### src/rtl/azadi_clk_div_gen.sv
// azadi_clk_div_gen: multi-channel programmable clock divider / clock-enable generator.
// Each channel divides clock_i by a runtime-programmable divisor. New divisors are staged
// and only take effect at a period boundary, so clk_o never glitches.
//
// Ports:
//   clock_i        single clock, posedge
//   reset_ni       asynchronous active-low reset
//   ch_en_i        per-channel run enable (level)
//   cfg_we_i       per-channel divisor write strobe
//   cfg_div_i      divisor write data, shared by all channels
//   sync_i         restart all running channels in phase
//   clk_o          divided clock per channel (registered)
//   tick_o         one-cycle pulse at the start of each period (registered)
//   cfg_pending_o  a written divisor is waiting to be applied
//   div_active_o   divisor in use, channel c at [c*DIV_W +: DIV_W]
module azadi_clk_div_gen #(
  parameter int unsigned NUM_CH  = 4,
  parameter int unsigned DIV_W   = 28,
  parameter int unsigned DEF_DIV = 5000
) (
  input  logic                    clock_i,
  input  logic                    reset_ni,
  input  logic [NUM_CH-1:0]       ch_en_i,
  input  logic [NUM_CH-1:0]       cfg_we_i,
  input  logic [DIV_W-1:0]        cfg_div_i,
  input  logic                    sync_i,
  output logic [NUM_CH-1:0]       clk_o,
  output logic [NUM_CH-1:0]       tick_o,
  output logic [NUM_CH-1:0]       cfg_pending_o,
  output logic [NUM_CH*DIV_W-1:0] div_active_o
);

  localparam logic [DIV_W-1:0] DefDiv = DIV_W'(DEF_DIV);

  logic [DIV_W-1:0]  r_cnt  [NUM_CH];
  logic [DIV_W-1:0]  r_div  [NUM_CH];
  logic [DIV_W-1:0]  r_pend [NUM_CH];
  logic [NUM_CH-1:0] r_pend_v;
  logic [NUM_CH-1:0] r_run;
  logic [NUM_CH-1:0] r_clk;
  logic [NUM_CH-1:0] r_tick;

  logic [DIV_W-1:0]  w_cnt_nxt [NUM_CH];
  logic [DIV_W-1:0]  w_div_nxt [NUM_CH];
  logic [DIV_W:0]    w_half    [NUM_CH];
  logic [NUM_CH-1:0] w_run;
  logic [NUM_CH-1:0] w_wrap;
  logic [NUM_CH-1:0] w_apply;
  logic [NUM_CH-1:0] w_clk_nxt;
  logic [NUM_CH-1:0] w_tick_nxt;

  always_comb begin
    w_run      = '0;
    w_wrap     = '0;
    w_apply    = '0;
    w_clk_nxt  = '0;
    w_tick_nxt = '0;
    for (int c = 0; c < NUM_CH; c++) begin
      w_run[c]  = ch_en_i[c] && (r_div[c] != '0);
      w_wrap[c] = (r_cnt[c] == r_div[c] - DIV_W'(1));
      // IDLE applies unconditionally; RUN only at the wrap or on a sync restart.
      w_apply[c]   = r_pend_v[c] && (!w_run[c] || w_wrap[c] || sync_i);
      w_div_nxt[c] = w_apply[c] ? r_pend[c] : r_div[c];

      if (!w_run[c]) begin
        w_cnt_nxt[c] = '0;
      end else if (!r_run[c] || sync_i || w_wrap[c]) begin
        w_cnt_nxt[c] = '0;
      end else begin
        w_cnt_nxt[c] = r_cnt[c] + DIV_W'(1);
      end

      // Extra bit keeps D+1 from overflowing when D is all ones.
      w_half[c] = ({1'b0, w_div_nxt[c]} + (DIV_W + 1)'(1)) >> 1;
      // Gating on the new divisor suppresses a stray pulse when 0 is applied at a wrap.
      w_clk_nxt[c]  = w_run[c] && (w_div_nxt[c] != '0) && ({1'b0, w_cnt_nxt[c]} < w_half[c]);
      w_tick_nxt[c] = w_run[c] && (w_div_nxt[c] != '0) && (w_cnt_nxt[c] == '0);
    end
  end

  always_ff @(posedge clock_i or negedge reset_ni) begin
    if (!reset_ni) begin
      for (int c = 0; c < NUM_CH; c++) begin
        r_cnt[c]  <= '0;
        r_div[c]  <= DefDiv;
        r_pend[c] <= DefDiv;
      end
      r_pend_v <= '0;
      r_run    <= '0;
      r_clk    <= '0;
      r_tick   <= '0;
    end else begin
      for (int c = 0; c < NUM_CH; c++) begin
        r_cnt[c] <= w_cnt_nxt[c];
        r_div[c] <= w_div_nxt[c];
        // A write in the same cycle as an apply wins and remains pending.
        if (cfg_we_i[c]) begin
          r_pend[c]   <= cfg_div_i;
          r_pend_v[c] <= 1'b1;
        end else if (w_apply[c]) begin
          r_pend_v[c] <= 1'b0;
        end
      end
      r_run  <= w_run;
      r_clk  <= w_clk_nxt;
      r_tick <= w_tick_nxt;
    end
  end

  always_comb begin
    div_active_o = '0;
    for (int c = 0; c < NUM_CH; c++) begin
      div_active_o[c*DIV_W +: DIV_W] = r_div[c];
    end
  end

  assign clk_o         = r_clk;
  assign tick_o        = r_tick;
  assign cfg_pending_o = r_pend_v;

endmodule
### config.mk
export PLATFORM = sky130hd
export DESIGN_NAME = azadi_clk_div_gen
export DESIGN_NICKNAME = d
export VERILOG_FILES = /design/src/rtl/azadi_clk_div_gen.sv
export SDC_FILE = /design/constraint.sdc
export NUM_CORES = 1
export LEC_CHECK = 0
export BUFFER_PORTS_ARGS = -buffer_cell sky130_fd_sc_hd__buf_2
export CELL_PAD_IN_SITES_DETAIL_PLACEMENT = 0
export CELL_PAD_IN_SITES_GLOBAL_PLACEMENT = 1
export CORE_UTILIZATION = 48
export DETAILED_ROUTE_END_ITERATION = 8
export PLACE_DENSITY_LB_ADDON = 0.12
export SLEW_MARGIN = 20
export SYNTH_ARGS = -nofsm -noshare
export SYNTH_HDL_FRONTEND = slang
export SYNTH_SLANG_ARGS = --single-unit
### constraint.sdc
create_clock -name clock_i -period 8 [get_ports clock_i]
set_input_delay 0.8 -clock clock_i [delete_from_list [all_inputs] [get_ports clock_i]]
set_output_delay 0.8 -clock clock_i [all_outputs]
set_load 0.01 [all_outputs]
==> results.md, run 1 <==
- Total GRT Usage: 0.302
- Rows: 85
- Status: completed
- Total number of vias: about 22k
- TNS Setup: 0 ns
- Dominant cell type by area after synthesis: dfrtp_1
- Top-count cell post-synth: dfrtp_1
- CTS buffer count: 42
- Max_slew headroom: 0.303
- DRT iter0 DRCs: 1592
- Fin cells: 3658
- Pleak: ~12 nW
- Worst Setup Start Kind: flop
- Largest net degree at the start of global routing: 90
- Yosys warning total: 0
- GP Congestion: 0.923
- Total Wirelength: 83400 um
- Maximum clock frequency: 0.138 GHz
- First-pass GRT wire length: 130000 um
- Ratio of cells with drive above 1 in the final layout: 0.179
- Hold Path Class: in2async
- Antenna violations before repair: 1
- Worst-Margin Slew: 1.02 ns
- ANT nets after route: 0
- Post-CTS setup buffers: 0
- Final setup violation count: 0
- Final hold slack: 0.212 ns
- Syn_area_per_cell: 9.06 um2
- CP Data Required Time: around 8.5 ns
- CTS root buffer: clkbuf_16
- Hold-fix buffers, CTS: 0
- Final Max Tran Viols: 0
- Post-DP HPWL: 65000 um
- Avg WL per Cell: 22.8 um
- Pre-CTS setup slack: 0.826 ns
- Worst skew pair latency: 0.59 ns
- Syn nets: 3035
- Fin crit period: 7.24 ns
- Dominant cells by area after synthesis: dfrtp_1 (30%), mux2_2 (8.2%), xnor2_1 (7.3%)
- CTS clock-pin slew for the worst setup and hold paths: 0.06 ns
- Die extent in y: ~230 um
- Filler cells: around 5k
- Total Nets Final: 3089
- Number of synthesized register bits: between 300 and 400
- Max Cap Viol: 0
- # clock sinks: 352
- Dpl cells: approximately 3.6k
- Syn Std Cell Area: between 20000 and 30000 um2
- Vias in the first global route: 21.6k
- Boundary pin count: 163
- DR pass1 iterations: 6
- Crit end category: flop
- RSZ-0062 raised after global routing: no
- Pwr Density: 207 nW/um2
- I/O Buffers: 162
- Max VDD drop: 0.141 mV
- Register area share after synthesis: 0.340
- Area Overhead vs Synth: 10.4%
- Grt total ovfl: 0
- # resized after CTS: 0
- Synth Instances: 2875
- Worst Path Arrival: 7.73 ns
- Synth unique cells: 95
- Clk_skew: about 0.011 ns
- Initial core utilization: 0.485
- Slowest CP cell: a21o_2
- Slowest cell delay on critical path: 0.58 ns
- DIE WIDTH: 235 um
- Synth top area share: 0.300
- H-tree depth: 2
- Synth async-reset ratio: 1.00
- Fin crit share: 0.905
- Core Region: 53700 um2
- Fin worst setup slack: 0.762 ns
- Top_reg_cell synth: dfrtp_1
- Number of synthesized flops with an enable pin: 0
- Clock buffer depth: 3
- Top cells by count, synth: dfrtp_1 (312), nor2_1 (296), xnor2_1 (217)
- Total die area: roughly 55000 um2
- CP Class: reg2reg
- Via-to-Cell Ratio: 6.05
- CTS tree: built
- Antenna cells: 0
- Endpoints failing hold: 0
- DRC: 0
- CP max FO: 24
==> final cells by class <==
| cell class | instances | area [um2] | share of cell area |
|---|---|---|---|
| Clock buffer | 54 | 1180 | 0.0409 |
| Clock inverter | 23 | 417 | 0.0145 |
| Inverter | 81 | 304 | 0.0106 |
| Multi-Input combinational cell | 2273 | 16200 | 0.562 |
| Sequential cell | 352 | 8860 | 0.308 |
| Tap cell | 696 | 871 | 0.0303 |
| Timing Repair Buffer | 179 | 952 | 0.0331 |
==> flip-flops by register name, indices dropped and copies added (netlist names) <==
register,count
div_active_o,112
r_cnt,112
r_pend,112
cfg_pending_o,4
clk_o,4
r_run,4
tick_o,4
==> cell usage in the layout, fill, tap and decap left out, types with 12 or more instances in the layout <==
cell / n
clkbuf_16: 43
a21oi_1: 62
and3_1: 49
nor2_1: 296
and2_1: 23
nand2_1: 181
ha_1: 121
nor4b_1: 14
nand3_1: 129
dfrtp_1: 312
nor3_1: 82
mux2i_1: 76
buf_4: 16
nor2b_1: 38
inv_1: 81
xnor2_1: 217
o211ai_1: 12
nor4_1: 68
a21o_1: 31
nand2b_1: 35
o21ai_0: 88
buf_2: 161
dfstp_2: 40
nand4_1: 95
mux2_2: 190
a31oi_1: 37
xor2_1: 147
o31ai_1: 12
or4_1: 19
and4_1: 18
or3_1: 34
==> metal layers <==
metal	routed length [um]	up-vias	global-route usage
li1	-	10431	-
met1	38300	11035	0.422
met2	38600	551	0.488
met3	4230	121	0.0408
met5	9	-	0
met4	2190	2	0.0835
==> per-stage QoR <==
stage / cell area, um2 / total power, mW / util
final: 28800 / 5.95 / 0.535
after global routing: 28800 / 6.22 / 0.535
after CTS: 28700 / 5.98 / 0.535
after detailed placement: 27200 / 3.73 / 0.506
after global placement: 27200 / 3.71 / 0.506
after floorplan: 26000 / 3.18 / -
==> critical path, delay by kind of cell (launching register included) <==
kind | cells | cell delay (ns)
buf+inv | 2 | 0.20
compound gates | 12 | 2.61
fa+ha+maj | 3 | 0.75
flops | 1 | 0.46
simple gates | 11 | 2.97
xor+xnor | 1 | 0.17
==> where the power goes <==
group	internal (mW)	total, mW	leakage, nW	switching, mW
Clock	1.40	2.23	0.777	0.833
Combinational	0.579	1.32	6.71	0.746
Sequential	1.97	2.39	4.33	0.417
Total	3.95	5.95	11.8	2.00
==> cells by family after synthesis <==
logic type,count (synthesis),share of synthesized area
compound gates,365,0.0937
xor+xnor,364,0.122
mux,266,0.111
buf+inv,250,0.0396
simple gates,1157,0.235
flops,352,0.340
fa+ha+maj,121,0.0581
==> worst paths after layout <==
path / end / cells after the start / slack, ns / startpoint
max: clk_o[2] / 29 / 0.76 / div_active_o[56]
min in group clock_i: r_run[3] / 2 / 0.52 / ch_en_i[3]
max reg2reg: clk_o[2] / 29 / 0.76 / div_active_o[56]
max in group asynchronous: r_pend[100] / 2 / 6.27 / reset_ni
min reg2reg: r_pend[109] / 1 / 0.56 / r_pend[109]
min: r_cnt[89] / 1 / 0.21 / reset_ni
Note: power is estimated with default switching activity, not from simulation.
==> inputs of run 2 (changes only) <==
--- a/config.mk
+++ b/config.mk
@@ -5,10 +5,11 @@
 export SDC_FILE = /design/constraint.sdc
 export NUM_CORES = 1
 export LEC_CHECK = 0
+export ABC_AREA = 1
 export BUFFER_PORTS_ARGS = -buffer_cell sky130_fd_sc_hd__buf_2
 export CELL_PAD_IN_SITES_DETAIL_PLACEMENT = 0
 export CELL_PAD_IN_SITES_GLOBAL_PLACEMENT = 1
-export CORE_UTILIZATION = 48
+export CORE_UTILIZATION = 45
 export DETAILED_ROUTE_END_ITERATION = 8
 export PLACE_DENSITY_LB_ADDON = 0.12
 export SLEW_MARGIN = 20
==> run 2 against run 1 <==
Effect of this change: clock-buffer cell count unchanged; largest cell class unchanged; wire length up 3.7%; global-route usage down 1.1 points; critical path depth up 2; synthesized area up 0.89%.
==> results.md, run 2 <==
- Status: completed
- Syn Std Cell Area: 26300 um2 (+0.89%)
- Compound-Gate Fraction of Synth Area: 0.0714 (-0.0223)
- Top-count cell post-synth: nand2_1
- CP max FO: 63 (+160%)
- Fin crit share: 0.740 (-0.165)
- Synth async-reset ratio: 1.00 (unchanged)
- Rows: 88 (+3.5%)
- Hold Path Class: in2async
- Final Util: 0.504 (-0.0310)
- Number of synthesized flops with an enable pin: 0 (unchanged)
- H-tree depth: 2 (unchanged)
- Die extent in y: 244 um (+3.7%)
- Top cells by count, synth: nand2_1 (1067), nor2_1 (538), inv_1 (492)
- Worst Path Arrival: 6.38 ns (-1.35 ns)
- Vias in the first global route: 23.5k (+8.7%)
- Max_slew headroom: 0.337 (+0.0338)
- # resized after CTS: 0 (unchanged)
- Dominant cells by area after synthesis: dfrtp_1 (30%), nand2_1 (15%), nor2_1 (7.7%)
- Fin cells: 4756 (+30%)
- Gr busiest metal: met2
- Slowest CP cell: o21ai_1
- Commonest non-fill, non-tap cell in the layout: nand2_1
- Avg WL per Cell: 18.2 um (-20%)
- RSZ-0062 raised after global routing: no
- CTS tree: built
- Pleak: 14.3 nW (+21%)
- Total Wirelength: 86400 um (+3.7%)
- Maximum clock frequency: 0.169 GHz (+22%)
- Crit end category: flop
- DR pass1 iterations: 8 (+2)
- Met2 GRT Util: 0.464 (-0.0242)
- ANT nets after route: 0 (unchanged)
- Pwr Density: 187 nW/um2 (-9.5%)
- Top_reg_cell synth: dfrtp_1
- Total GRT Usage: 0.290 (-0.0115)
- Syn_area_per_cell: 6.90 um2 (-24%)
- CP Class: reg2reg
- Max Cap Viol: 0 (unchanged)
- Cell with the most instances on the worst path: nand2_1
- Max VDD drop: 0.162 mV (+15%)
- Total number of vias: 24.5k (+11%)
- Worst skew pair latency: 0.57 ns (-0.02 ns)
- Register area share after synthesis: 0.337 (-0.00300)
- Dominant cell type by area after synthesis: dfrtp_1
- Boundary pin count: 163 (unchanged)
- Initial core utilization: 0.455 (-0.0295)
- Syn nets: 3968 (+31%)
- Dpl cells: 4683 (+31%)
- Fin crit period: 5.92 ns (-1.32 ns)
- GP Congestion: 0.942 (+2.0%)
- I/O Buffers: 162 (unchanged)
- Synth unique cells: 54 (-43%)
- Clk_skew: 0.0141 ns (+0.00306 ns)
- Final Max Tran Viols: 0 (unchanged)
- Post-CTS setup buffers: 0 (unchanged)
- Post-synthesis simple-gate area fraction: 0.355 (+0.120)
- Number of synthesized register bits: 352 (unchanged)
- Main combinational cell family by area after synthesis: simple AND/OR/NAND/NOR gates
- GR met3 Demand/Resource: 0.0345 (-0.00629)
- Core Region: 57700 um2 (+7.4%)
- Largest net degree at the start of global routing: 176 (+96%)
- Post-DP HPWL: 68900 um (+6.1%)
- # clock sinks: 352 (unchanged)
- Via-to-Cell Ratio: 5.14 (-15%)
- DRT iter0 DRCs: 1730 (+8.7%)
- Filler cells: 6008 (+19%)
- TNS Setup: 0 ns (unchanged)
- DRC: 0 (unchanged)
- Synth Instances: 3808 (+32%)
- CTS root buffer: clkbuf_16
- Total die area: 59400 um2 (+7.5%)
- Adder-cell share of the synthesized area: 0.0576 (-0.000512)
- Routing usage on met1: 0.410 (-0.0128)
- Worst-Margin Slew: 0.995 ns (-0.0217 ns)
- CP Data Required Time: 8.46 ns (-0.03 ns)
- Ratio of cells with drive above 1 in the final layout: 0.101 (-0.0774)
- DIE WIDTH: 244 um (+3.7%)
- Post-Synth XOR/XNOR Area: 0.0937 (-0.0286)
- Area Overhead vs Synth: 10.7%
- Synth top area share: 0.297 (-0.00264)
- Antenna cells: 0 (unchanged)
- CTS clock-pin slew for the worst setup and hold paths: 0.06 ns (about the same)
- Grt total ovfl: 0 (unchanged)
- Slowest cell delay on critical path: 0.53 ns (-0.05 ns)
- CTS buffer count: 40 (-4.8%)
- Final setup violation count: 0 (unchanged)
- Post-synthesis mux area share: 0 (-0.111)
- Worst Setup Start Kind: flop
- Most frequent cells in the layout: nand2_1 (1067), nor2_1 (538), inv_1 (492)
- First-pass GRT wire length: 134000 um (+3.0%)
- Endpoints failing hold: 0 (unchanged)
- Yosys warning total: 0 (unchanged)
- Hold-fix buffers, CTS: 0 (unchanged)
- Antenna violations before repair: 1 (unchanged)
- Total Nets Final: 4120 (+33%)
- Clock buffer depth: 3 (unchanged)
run 2: cell count changes after synthesis, sizes merged, moves of 39 or more:
cell | before | now
nand2 | 182 | 1089
inv | 81 | 507
nor2 | 302 | 573
mux2 | 190 | 0
xnor2 | 217 | 70
o21ai | 99 | 236
clkbuf | 131 | 34
mux2i | 76 | 0
nand3 | 129 | 203
xor2 | 147 | 201
and3 | 49 | 2
nor4 | 76 | 32
nor2b | 39 | 0
run 2: layout make-up:
cell class              count  area, um2  area share
well taps                 765        957      0.0329
repair buffers            168        878      0.0302
inverters                 509       1910      0.0657
multi-input cells        2889      15200       0.522
flip-flops and latches    352       8860       0.304
clock inverters            19        185     0.00636
clock buffers              54       1120      0.0386
run 2: power breakdown:
| part | leakage (nW) | internal, mW | switching [mW] |
|---|---|---|---|
| combinational | 9.25 | 0.445 | 0.941 |
| sequential | 4.40 | 1.94 | 0.246 |
| clock | 0.636 | 1.06 | 0.813 |
| total | 14.3 | 3.45 | 2.00 |
run 2: per-layer routing:
metal	wire length (um)	vias up
met5	11	-
met4	2650	2
met3	4270	136
met2	38700	611
met1	40800	11277
li1	-	12441
run 2: kinds of logic after synthesis:
family	Yosys count
buffers and inverters	567
and+or+nand+nor	2168
xor gates and xnor gates	275
AOI/OAI and AO/OA	325
DFF	352
adders and majority gates	121
run 2: critical path, delay by kind of cell, from the launching register on:
| kind | cells | cell delay, ns |
|---|---|---|
| and+or+nand+nor | 22 | 3.27 |
| adders and majority gates | 3 | 0.88 |
| AOI/OAI and AO/OA | 3 | 0.76 |
| DFF | 1 | 0.45 |
| buffers and inverters | 2 | 0.30 |
| xor gates and xnor gates | 1 | 0.15 |
run 2: final timing paths:
check	from	to	slack, ns	cells past startpoint
worst max-delay path	div_active_o[56]	clk_o[2]	2.08	31
worst min-delay path	reset_ni	r_cnt[106]	0.29	1
worst max register to register	div_active_o[56]	clk_o[2]	2.08	31
worst min register to register	r_pend[96]	r_pend[96]	0.46	2
max in group asynchronous	reset_ni	div_active_o[61]	6.18	2
min in group clock_i	r_pend[96]	r_pend[96]	0.46	2
run 2: per-stage QoR:
step | hold slack [ns] | power, mW | area, um2 | worst slack, ns
after floorplan | 0.437 | 3.06 | 26300 | 3.60
after global placement | 0.453 | 3.59 | 27800 | 2.07
after detailed placement | 0.458 | 3.59 | 27800 | 2.09
after CTS | 0.321 | 5.48 | 29100 | 2.06
after global routing | 0.356 | 5.75 | 29100 | 1.51
final | 0.292 | 5.45 | 29100 | 2.08
